### src/rtl/mux4_rr_arbiter.sv
// Four-requester arbiter that owns the select and output of a shared 4:1 mux.
// Round-robin by default; define MUX4_RR_ARBITER_FIXED_PRIO_EN for fixed priority (0 highest).
module mux4_rr_arbiter #(
  parameter int DATA_W   = 1,
  parameter int MAX_HOLD = 4
) (
  input  logic                  clk,
  input  logic                  rst,
  input  logic [3:0]            req,
  input  logic [4*DATA_W-1:0]   data_in,
  output logic [3:0]            gnt,
  output logic [1:0]            sel,
  output logic                  valid,
  output logic [DATA_W-1:0]     y
);

  typedef enum logic {IDLE, GRANT} state_t;

  state_t      state, state_nxt;
  logic [1:0]  last, last_nxt;
  logic [3:0]  hold_cnt, hold_nxt;
  logic [3:0]  gnt_nxt;
  logic [1:0]  sel_nxt;
  logic        valid_nxt;

  // Ascending search with wrap from 'start'; returns {found, index}.
  function automatic logic [2:0] pick(input logic [3:0] r, input logic [1:0] start);
    logic [1:0] idx;
    logic [2:0] res;
    res = 3'b000;
    for (int i = 0; i < 4; i++) begin
      idx = start + i[1:0];
      if (!res[2] && r[idx]) res = {1'b1, idx};
    end
    return res;
  endfunction

  function automatic logic [1:0] search_start(input logic [1:0] from_last);
`ifdef MUX4_RR_ARBITER_FIXED_PRIO_EN
    search_start = 2'd0 & from_last;
`else
    search_start = from_last + 2'd1;
`endif
  endfunction

  logic [3:0] cand;
  logic [2:0] win;
  logic       release_now;

  always_comb begin
    state_nxt   = state;
    last_nxt    = last;
    hold_nxt    = hold_cnt;
    gnt_nxt     = gnt;
    sel_nxt     = sel;
    valid_nxt   = valid;
    cand        = req;
    win         = 3'b000;
    release_now = 1'b0;

    case (state)
      IDLE: begin
        win = pick(req, search_start(last));
      end
      GRANT: begin
        release_now = !req[sel] || (hold_cnt == 4'(MAX_HOLD - 1));
        // The current owner competes only when nobody else is asking.
        if ((req & ~gnt) != 4'b0000) cand = req & ~gnt;
        if (release_now) win = pick(cand, search_start(sel));
        else             hold_nxt = hold_cnt + 4'd1;
      end
      default: ;
    endcase

    if (win[2]) begin
      state_nxt = GRANT;
      gnt_nxt   = 4'b0001 << win[1:0];
      sel_nxt   = win[1:0];
      last_nxt  = win[1:0];
      hold_nxt  = 4'd0;
      valid_nxt = 1'b1;
    end else if (state == GRANT && release_now) begin
      state_nxt = IDLE;
      gnt_nxt   = 4'b0000;
      valid_nxt = 1'b0;
      last_nxt  = sel;
      hold_nxt  = 4'd0;
    end
  end

  always_ff @(posedge clk) begin
    if (rst) begin
      state    <= IDLE;
      last     <= 2'd3;
      hold_cnt <= 4'd0;
      gnt      <= 4'b0000;
      sel      <= 2'd0;
      valid    <= 1'b0;
    end else begin
      state    <= state_nxt;
      last     <= last_nxt;
      hold_cnt <= hold_nxt;
      gnt      <= gnt_nxt;
      sel      <= sel_nxt;
      valid    <= valid_nxt;
    end
  end

  always_comb begin
    y = '0;
    if (valid) y = data_in[sel*DATA_W +: DATA_W];
  end

endmodule

### config.mk
export PLATFORM = sky130hd
export DESIGN_NAME = mux4_rr_arbiter
export DESIGN_NICKNAME = d
export VERILOG_FILES = /design/src/rtl/mux4_rr_arbiter.sv
export SDC_FILE = /design/constraint.sdc
export NUM_CORES = 1
export LEC_CHECK = 0
export ABC_AREA = 1
export ABC_CLOCK_PERIOD_IN_PS = 2100
export CAP_MARGIN = 10
export CELL_PAD_IN_SITES_DETAIL_PLACEMENT = 2
export CELL_PAD_IN_SITES_GLOBAL_PLACEMENT = 2
export CORE_MARGIN = 2
export CORE_UTILIZATION = 28
export DETAILED_ROUTE_END_ITERATION = 10
export PLACE_DENSITY = 0.89
export SLEW_MARGIN = 5
export SYNTH_ARGS = -nofsm -noshare
export SYNTH_HDL_FRONTEND = slang
export SYNTH_SLANG_ARGS = --single-unit
export TNS_END_PERCENT = 50
### constraint.sdc
create_clock -name clk -period 2.1 [get_ports clk]
set_input_delay 0.21 -clock clk [delete_from_list [all_inputs] [get_ports clk]]
set_output_delay 0.21 -clock clk [all_outputs]
set_load 0.005 [all_outputs]
* Word level (Yosys, flattened, before mapping)
Index checks and enable logic that the tools add are counted.
** Storage, ports and cells
- Register bits after elaboration :: 13
- Output and inout bits :: 8
** Operators by class
- Add/sub/neg operators :: 9
- Order comparisons :: 9
- Eq/ne operators :: 1
- Shifts and indexed selects :: 2
- Multiplexer cells :: 47
- Bitwise logic cells :: 4
- Reduce and logical (&&, ||, !) cells :: 19
** Operator list (number)
- $mux 3 :: 18
- $lt 2x3->1 const B :: 9
- $bmux 1 s2 :: 9
- $mux 4 :: 4
- $mux 1 :: 13
- $add 2x1->2 const B :: 4
- $add 2x2->2 const B :: 4
- $logic_and 1x1->1 :: 7
- $logic_not 1->1 :: 7
- $pmux 3 s2 :: 1
- $add 4x1->4 const B :: 1
- $and 4x4->4 :: 1
- $eq 4x2->1 const B :: 1
- $mux 2 :: 2
- $not 4->4 :: 1
- $reduce_bool 4->1 :: 1
- $shiftx 4x3->1 :: 1
- $shl 1x2->4 const A :: 1
- $reduce_or 3->1 :: 1
- $not 1->1 :: 2
- $reduce_and 2->1 :: 1
- $reduce_bool 2->1 :: 1
- $logic_or 1x1->1 :: 1

* Logic depth before layout (Yosys ltp)
Gate-level depths: netlist (run 1).
- Depth in word-level cells :: 27
- Mapped depth :: 18
- Gate-level depth less buffers :: 18

* Worst setup path after synthesis (run 1)
Ideal clock, no wire load.
- Path kind :: reg2reg
- From :: register gnt[1]
- To :: register last[0]
- Arrival time :: 1.576 ns
- Required time :: 1.991 ns
- Slack :: 0.415 ns
- Cell stages (with the launch flop) :: 18
- Clock period less this slack :: 1.685 ns
- Cells stage by stage :: dfxtp_1 inv_1 nand2_1 nand2_2 nor2_4 nand2_2 nand3_1 nand3_1 nand2_2 nand2_1 nand2_1 nand2_1 nand3_2 nand2_2 inv_2 nand3_1 nand2_1 inv_1
** On the way
- Word-level cells in the longest chain between the ends :: 26
- Elaborated cells between the ends (all ways) :: 33
- Classes of those cells :: mux: 23; bitwise: 2; reduce/logical: 8
** RTL lines
- start, declared :: line 11 : output logic [3:0] gnt,
- start signal, assigned :: line 103 : gnt <= gnt_nxt;
- $not 4->4 * :: line 68 : if ((req & ~gnt) != 4'b0000) cand = req & ~gnt;
- $and 4x4->4 * :: line 68
- $reduce_bool 4->1 :: line 68
- $mux 4 * :: line 68
- $mux 4 * :: line 61 : case (state)
- $bmux 1 s2 :: line 33 : if (!res[2] && r[idx]) res = {1'b1, idx};
- $mux 1 (implied by the code) :: line 33
- $mux 3 :: line 33
- (+10 left out)
- $mux 3 :: line 69 : if (release_now) win = pick(cand, search_start(sel));
- $mux 3 :: line 61
- $logic_not 1->1 :: line 33
- $logic_and 1x1->1 :: line 33
- $mux 3 * :: line 33
- $mux 3 * :: line 69
- $pmux 3 s2 * :: line 61
- $mux 2 or $reduce_bool 2->1 (tied branches)
- end signal, assigned :: line 101 : last <= last_nxt;
- end, declared :: line 20 : logic [1:0] last, last_nxt;
Mark *: on every way between the ends. The rest lies on a longest branch, timed or not. The select of a mux whose other input is x is not followed.
A chain may end at the register's enable or synchronous reset.

* Worst setup path in the final report (run 1)
- From :: register gnt[1]
- To :: register last[1]
The elaborated chain is that of the path after synthesis.

==> run_results.csv, run 1 <==
group,metric,value,unit
run_status,outcome,"finished with violations",
run_status,violations,"negative setup slack",
drt,detail_route.drc_violations,0,
synthesis,seq_area_frac_synth,20.2,%
timing,worst_clock_skew,0.00449,ns
setup_path,cp.arrival,2.28,ns
pwr,leakage,0.000912,uW
timing,fmax,469,MHz
grt,globalRouteMet2Util,44.1,%
synthesis,netlist_area,0.00129,mm^2
final_layout,num_antenna_cells,0,
drt,first_iter_violations,46,
synthesis,synth_top_family_by_area,"simple AND/OR/NAND/NOR gates",
floorplanning,coreArea,0.00438,mm^2
timing,report.final.hold_viol_count,0,
clock_network,worst_skew_pair.late_latency,0.25,ns
timing,period_share,102,%
clock_network,cts_made_buffers,3,
final_layout,finish.instance_area,0.00180,mm^2
grt,globalRouteMet1Util,24.8,%
synthesis,post-synth-top-area-cell,"dfxtp_1",
grt,gr-max-usage-layer,"met2",
grt,grt_pass1_vias,1810,
floorplanning,pin_count,18,
floorplanning,starting_utilization_of_the_core_area,29.4,%
placed_design,finalWeightedCongestion,0.819,
setup_path,criticalPathCategory,"reg2reg",
grt,grt.overflow.total,0,
timing,fin_ws,-0.0344,ns
placed_design,port_buffers,17,
drt,avgRoutedWirePerCell,18.2,um
floorplanning,die_area,0.00516,mm^2
job,cap_viol_max_count,0,
clock_network,clock_tree.root_cell,"clkbuf_8",
timing,relSlewSlack,80.3,%
timing,timing_worst_slew_pin_value,0.294,ns
floorplanning,die-width,71.8,um
synthesis,synth-edff-count,0,
grt,number_of_antenna_violations_at_the_first_check_in_global_routing,0,
final_layout,post_route_cells_drive_above_1_share,30.4,%
placed_design,place_area,0.00167,mm^2
grt,grtUsageMet3,1.83,%
synthesis,ff_latch_count_synth,13,
hold_path,hold_path.class,"reg2reg",
setup_path,worstPathRequired,2.24,ns
synthesis,synth_nets,231,
synthesis,synth_xor_area_share,1.26,%
synthesis,syn-mean-instance-area,5.86,um^2
synthesis,ys_dominant_reg_cell,"dfxtp_1",
setup_path,endpoint_kind,"register",
floorplanning,std_cell_rows,24,
synthesis,yosys.cell_count.top_type,"nand2_1",
synthesis,synthesis.yosys.warnings,0,
synthesis,synth-adder-area-share,0.971,%
pwr,peakVddDrop,0.000605,V
synthesis,synthDistinctLibCells,25,
synthesis,post_synth_inst_count,220,
timing,period_needed,2.13,ns
clock_network,tritoncts_num_sinks,13,
floorplanning,chipHeight,71.8,um
drt,detail_route.wirelength,5720,um
synthesis,synth_commonest_cells,"nand2_1 (62), inv_1 (33), nand3_1 (30)",
timing,rsz_0062_raised_after_global_routing,"yes",
timing,setup_viol_count_final,1,
grt,grt_first_pass_wirelength,8800,um
clock_network,clock_pin_slew_reported_for_the_worst_setup_and_hold_paths_after_clock_tree_synthesis,0.06,ns
synthesis,synth-async-reset-ratio,0,%
timing,timing.hold.ws,0.466,ns
synthesis,muxShareOfSynthArea,0,%
drt,drt-vias-per-instance,5.12,
drt,detailedRoute.firstPassIterationCount,4,
final_layout,fin_nets,275,
placed_design,place.detailed.hpwl,4470,um
drt,dr_total_vias,1614,
final_layout,area_delta_synth_final,39.9,%
synthesis,leading_cell_types_by_total_area_after_synthesis,"dfxtp_1 (20%), nand2_1 (18%), nand3_1 (12%), inv_1 (9.6%), nand2_2 (6.3%)",
clock_network,max-clock-path-buffers,2,
drt,postRouteAntennaNets,0,
pwr,power.density,1400,mW/mm^2
setup_path,crit_path_start_kind,"register",
grt,grt_start_max_net_pins,12,
synthesis,yosysTopAreaCellShare,20.2,%
clock_network,htree_levels,1,
synthesis,synth-compound-area-share,13.9,%
setup_path,critPathMaxFanout,5,
clock_network,tritoncts_clock_tree,"done",
grt,grtUsageTotal,22.1,%
synthesis,post_synth_simple_gate_area,50.8,%
timing,maxSlewViolCount,0,
layout by cell type, fill, tap and decap left out, types with 2 or more instances in the layout:
cell and instances:
clkbuf_8 3, inv_1 32, o21ai_0 3, nand4_1 3
nor2_4 2, nand2_2 17, o21ai_2 6, nand3_2 9
dfxtp_2 6, a21oi_1 7, clkdlybuf4s50_1 13, o21ai_1 7
dfxtp_1 7, nand2_1 56, nand2_4 2, nor2_2 2
buf_4 26, nand3_1 28, dlygate4sd2_1 3, nor2_1 15
o21bai_1 3, inv_2 4
timing repair:
action | CTS | global route
buffers inserted | 0 | 3
hold buffers | 0 | 0
resized for setup | 8 | 18
pin swaps | 1 | 6
setup endpoints to repair | 1 | 12
critical path, stage by stage (launching register included):
cell and delay (ns):
dfxtp_2 0.34, inv_1 0.07, nand2_2 0.09, nand2_4 0.07
nor2_4 0.22, nand2_1 0.14, nand3_1 0.09, nand3_1 0.10
nand2_1 0.16, nand3_2 0.08, nor2_1 0.11, nor2_1 0.06
nand2_2 0.13, nand4_1 0.17, nand2_1 0.13, inv_1 0.05
power breakdown:
| group | switching [uW] | leakage [uW] | internal, uW |
|---|---|---|---|
| clock network | 95.2 | 0.0000228 | 134 |
| registers | 69.9 | 0.000109 | 324 |
| logic | 1150 | 0.000780 | 755 |
metal layers:
metal  vias up  routed length, um
li1        796                  -
met3         4                 92
met4         0                 50
met1       800               2330
met5         -                  0
met2        14               3250
metrics by stage:
stage | instances | utilization [%] | TNS, ns | setup WS [ns] | total power (uW)
5_1_grt | 315 | 41.1 | -0.520 | -0.165 | 2740
6_report | 315 | 41.1 | -0.0344 | -0.0344 | 2530
3_5_place_dp | 308 | 38.2 | -1.90 | -0.318 | 2100
2_1_floorplan | 220 | - | 0 | 0.415 | 1430
3_3_place_gp | 308 | 38.2 | -0.335 | -0.137 | 1980
4_1_cts | 312 | 39.6 | 0 | 0.0152 | 2410
state kept, by name, indices dropped and copies added (netlist names):
name	count
state	1
sel	2
hold_cnt	4
gnt	4
last	2
kinds of logic after synthesis:
group,count (synthesis)
buf+inv,41
compound gates,29
simple gates,135
flops,13
xor+xnor,1
fa+ha+maj,1
cell type report:
type / count / area [um^2]
clock buffer: 4 / 45.0
inverter: 36 / 135
multi-input combinational: 166 / 915
tap: 52 / 65.1
fill: 546 / 2580
timing repair buffer: 44 / 375
sequential: 13 / 268
final timing paths:
path	start	endpoint	slack, ns	cells after the start
worst max-delay path	gnt[1]$_SDFFE_PP0P_	last[1]$_SDFFE_PP1P_	-0.03	15
worst min register to register	hold_cnt[3]$_SDFFE_PP0P_	hold_cnt[3]$_SDFFE_PP0P_	0.47	2
worst min-delay path	hold_cnt[3]$_SDFFE_PP0P_	hold_cnt[3]$_SDFFE_PP0P_	0.47	2
worst max register to register	gnt[1]$_SDFFE_PP0P_	last[1]$_SDFFE_PP1P_	-0.03	15
(Power assumes the default switching activity.)
==> run 2: changes to the inputs <==
--- a/config.mk
+++ b/config.mk
@@ -12,6 +12,7 @@
 export CELL_PAD_IN_SITES_GLOBAL_PLACEMENT = 2
 export CORE_MARGIN = 2
 export CORE_UTILIZATION = 28
+export CTS_CLUSTER_SIZE = 10
 export DETAILED_ROUTE_END_ITERATION = 10
 export PLACE_DENSITY = 0.89
 export SLEW_MARGIN = 5
==> results of run 2 <==
Final layout, timing and power as in run 1 (identical DEF).
==> run 3: changes to the inputs <==
--- a/config.mk
+++ b/config.mk
@@ -14,8 +14,8 @@
 export CORE_UTILIZATION = 28
 export CTS_CLUSTER_SIZE = 10
 export DETAILED_ROUTE_END_ITERATION = 10
-export PLACE_DENSITY = 0.89
-export SLEW_MARGIN = 5
+export PLACE_DENSITY = 0.85
+export SLEW_MARGIN = 30
 export SYNTH_ARGS = -nofsm -noshare
 export SYNTH_HDL_FRONTEND = slang
 export SYNTH_SLANG_ARGS = --single-unit
==> run 3 against run 2 <==
The flow now finishes without violations; fmax is 5.3% higher; sequential power about the same; cell count fell by 0.32%; clock power rose by 6%; count of clock-buffer cells in the layout unchanged; largest cell class unchanged; highest routed layer unchanged.
==> run_results.csv, run 3 (synthesis results as in run 1) <==
group,metric,value,unit
final_layout,area_delta_synth_final,42.9,%
timing,period_needed,2.03,ns
drt,topRoutingLayerUsed,"met4",
setup_path,endpoint_kind,"register",
placed_design,place.detailed.hpwl,4320,um
floorplanning,starting_utilization_of_the_core_area,29.4,%
clock_network,htree_levels,1,
grt,grt.overflow.total,0,
clock_network,worst_skew_pair.late_latency,0.26,ns
grt,grt_start_max_net_pins,12,
timing,rsz_0062_raised_after_global_routing,"yes",
final_layout,post_route_cells_drive_above_1_share,30.5,%
drt,postRouteAntennaNets,0,
drt,detail_route.wirelength,5490,um
clock_network,tritoncts_num_sinks,13,
drt,avgRoutedWirePerCell,17.5,um
setup_path,criticalPathCategory,"reg2reg",
setup_path,worst_setup_path_startpoint,"sel[1]$_SDFFE_PP0P_",
final_layout,mostFrequentLayoutCell,"nand2_1",
hold_path,hold_path.class,"reg2reg",
timing,relSlewSlack,75.9,%
run_status,outcome,"completed",
timing,timing_worst_slew_pin_value,0.358,ns
placed_design,detailedPlace.worstSlack,-0.218,ns
drt,dr_total_vias,1596,
placed_design,finalWeightedCongestion,0.809,
final_layout,fin_nets,274,
floorplanning,pin_count,18,
setup_path,worstPathRequired,2.29,ns
timing,worst_clock_skew,0.00183,ns
clock_network,cts_made_buffers,3,
final_layout,layout.filler_cells,553,
final_layout,finish.instance_area,0.00184,mm^2
floorplanning,die_area,0.00516,mm^2
placed_design,port_buffers,17,
pwr,peakVddDrop,0.000566,V
setup_path,crit_path_start_kind,"register",
pwr,leakage,0.000933,uW
floorplanning,chipHeight,71.8,um
timing,report.final.hold_viol_count,0,
setup_path,maximum_cell_stage_delay_along_the_critical_path,0.41,ns
drt,first_iter_violations,34,
floorplanning,std_cell_rows,24,
drt,detailedRoute.firstPassIterationCount,4,
drt,routed-wl-met3,112,um
setup_path,cp.arrival,2.21,ns
setup_path,worst_path_max_delay_cell,"dfxtp_1",
drt,met2RoutedLength,3040,um
floorplanning,die-width,71.8,um
timing,maxSlewViolCount,0,
clock_network,clock_tree.root_cell,"clkbuf_8",
setup_path,crit_chain,"inv_1, a21oi_1, o21ai_0, a32oi_1, nor2_2, inv_2, nand2_2, nor2_4, inv_2, nor2_1, o21bai_1",
grt,grtUsageTotal,21.3,%
placed_design,place_area,0.00169,mm^2
setup_path,critPathMaxFanout,6,
job,cap_viol_max_count,0,
drt,drt-vias-per-instance,5.08,
drt,detail_route.wirelength.met1,2170,um
grt,number_of_antenna_violations_at_the_first_check_in_global_routing,0,
hold_path,min_delay_src,"hold_cnt[3]$_SDFFE_PP0P_",
floorplanning,coreArea,0.00438,mm^2
timing,period_share,96.5,%
timing,fin_ws,0.0739,ns
setup_path,crit-reg2reg-launch,"sel[1]$_SDFFE_PP0P_",
final_layout,reg_top3,"gnt (4), hold_cnt (4)",
final_layout,mostFrequentLayoutCells,"nand2_1 (56), inv_1 (31), nand3_1 (29), buf_4 (23), nand2_2 (19)",
clock_network,clock_pin_slew_reported_for_the_worst_setup_and_hold_paths_after_clock_tree_synthesis,0.06,ns
clock_network,max-clock-path-buffers,2,
clock_network,tritoncts_clock_tree,"done",
pwr,power.density,1380,mW/mm^2
grt,grt_pass1_vias,1793,
timing,setup_viol_count_final,0,
final_layout,num_antenna_cells,0,
setup_path,path_common_cell,"inv_2",
timing,fmax,494,MHz
grt,grt_first_pass_wirelength,8580,um
drt,detail_route.drc_violations,0,
## run 3: cell types whose count changed in the layout (fill, tap and decap cells not counted), moves of 2 or more
cell,before,now
dlygate4sd2_1,3,0
dlymetal6s2s_1,1,4
dfxtp_2,6,2
nand2_4,2,0
buf_4,26,23
nand2_2,17,19
buf_12,0,2
o21ai_1,7,3
o21ai_2,6,9
dfxtp_1,7,11
## run 3: report_power, final
part	switching [uW]	internal [uW]	total [uW]
sequential	74.9	319	394
combinational	1140	757	1900
clock	109	135	244
total	1330	1210	2540
## run 3: path summary, 6_finish.rpt
kind	end	slack, ns	depth (start not counted)
max	gnt[1]$_SDFFE_PP0P_	0.07	11
min	hold_cnt[3]$_SDFFE_PP0P_	0.49	2
max reg2reg	gnt[1]$_SDFFE_PP0P_	0.07	11
min reg2reg	hold_cnt[3]$_SDFFE_PP0P_	0.49	2
## run 3: worst max-delay path, delay by kind of cell, from the launching register on
family / cells / cell delay [ns]
flops: 1 / 0.41
buf+inv: 3 / 0.31
simple gates: 4 / 0.47
compound gates: 4 / 0.77
## run 3: routing by layer
metal / track usage [%] / vias up
met3: 1.97 / 15
met1: 24.1 / 769
li1: - / 787
met2: 41.6 / 25
met5: 0 / -
met4: 6.08 / 0
## run 3: layout make-up
class	count	area (um^2)	share of cell area, %
Timing Repair Buffer	43	404	21.9
Multi-Input combinational cell	166	930	50.5
Inverter	36	135	7.34
Tap cell	52	65.1	3.53
Clock buffer	4	45.0	2.45
Sequential cell	13	263	14.3
## run 3: through the flow
| step | hold WS (ns) | utilization [%] | cells | total power [uW] | TNS, ns |
|---|---|---|---|---|---|
| after CTS | 0.484 | 39.6 | 313 | 2350 | 0 |
| final | 0.490 | 42.0 | 314 | 2540 | 0 |
| after global placement | 0.450 | 38.6 | 309 | 2000 | -0.676 |
| after global routing | 0.521 | 42.0 | 314 | 2770 | -0.392 |
| after detailed placement | 0.476 | 38.6 | 309 | 2110 | -1.84 |
| after floorplan | 0.373 | - | 220 | 1430 | 0 |
## run 3: repair_timing
item                                    CTS  global route
resized for setup                         0            27
endpoints found under the setup margin    0            13
hold buffers                              0             0
setup buffers                             0             1
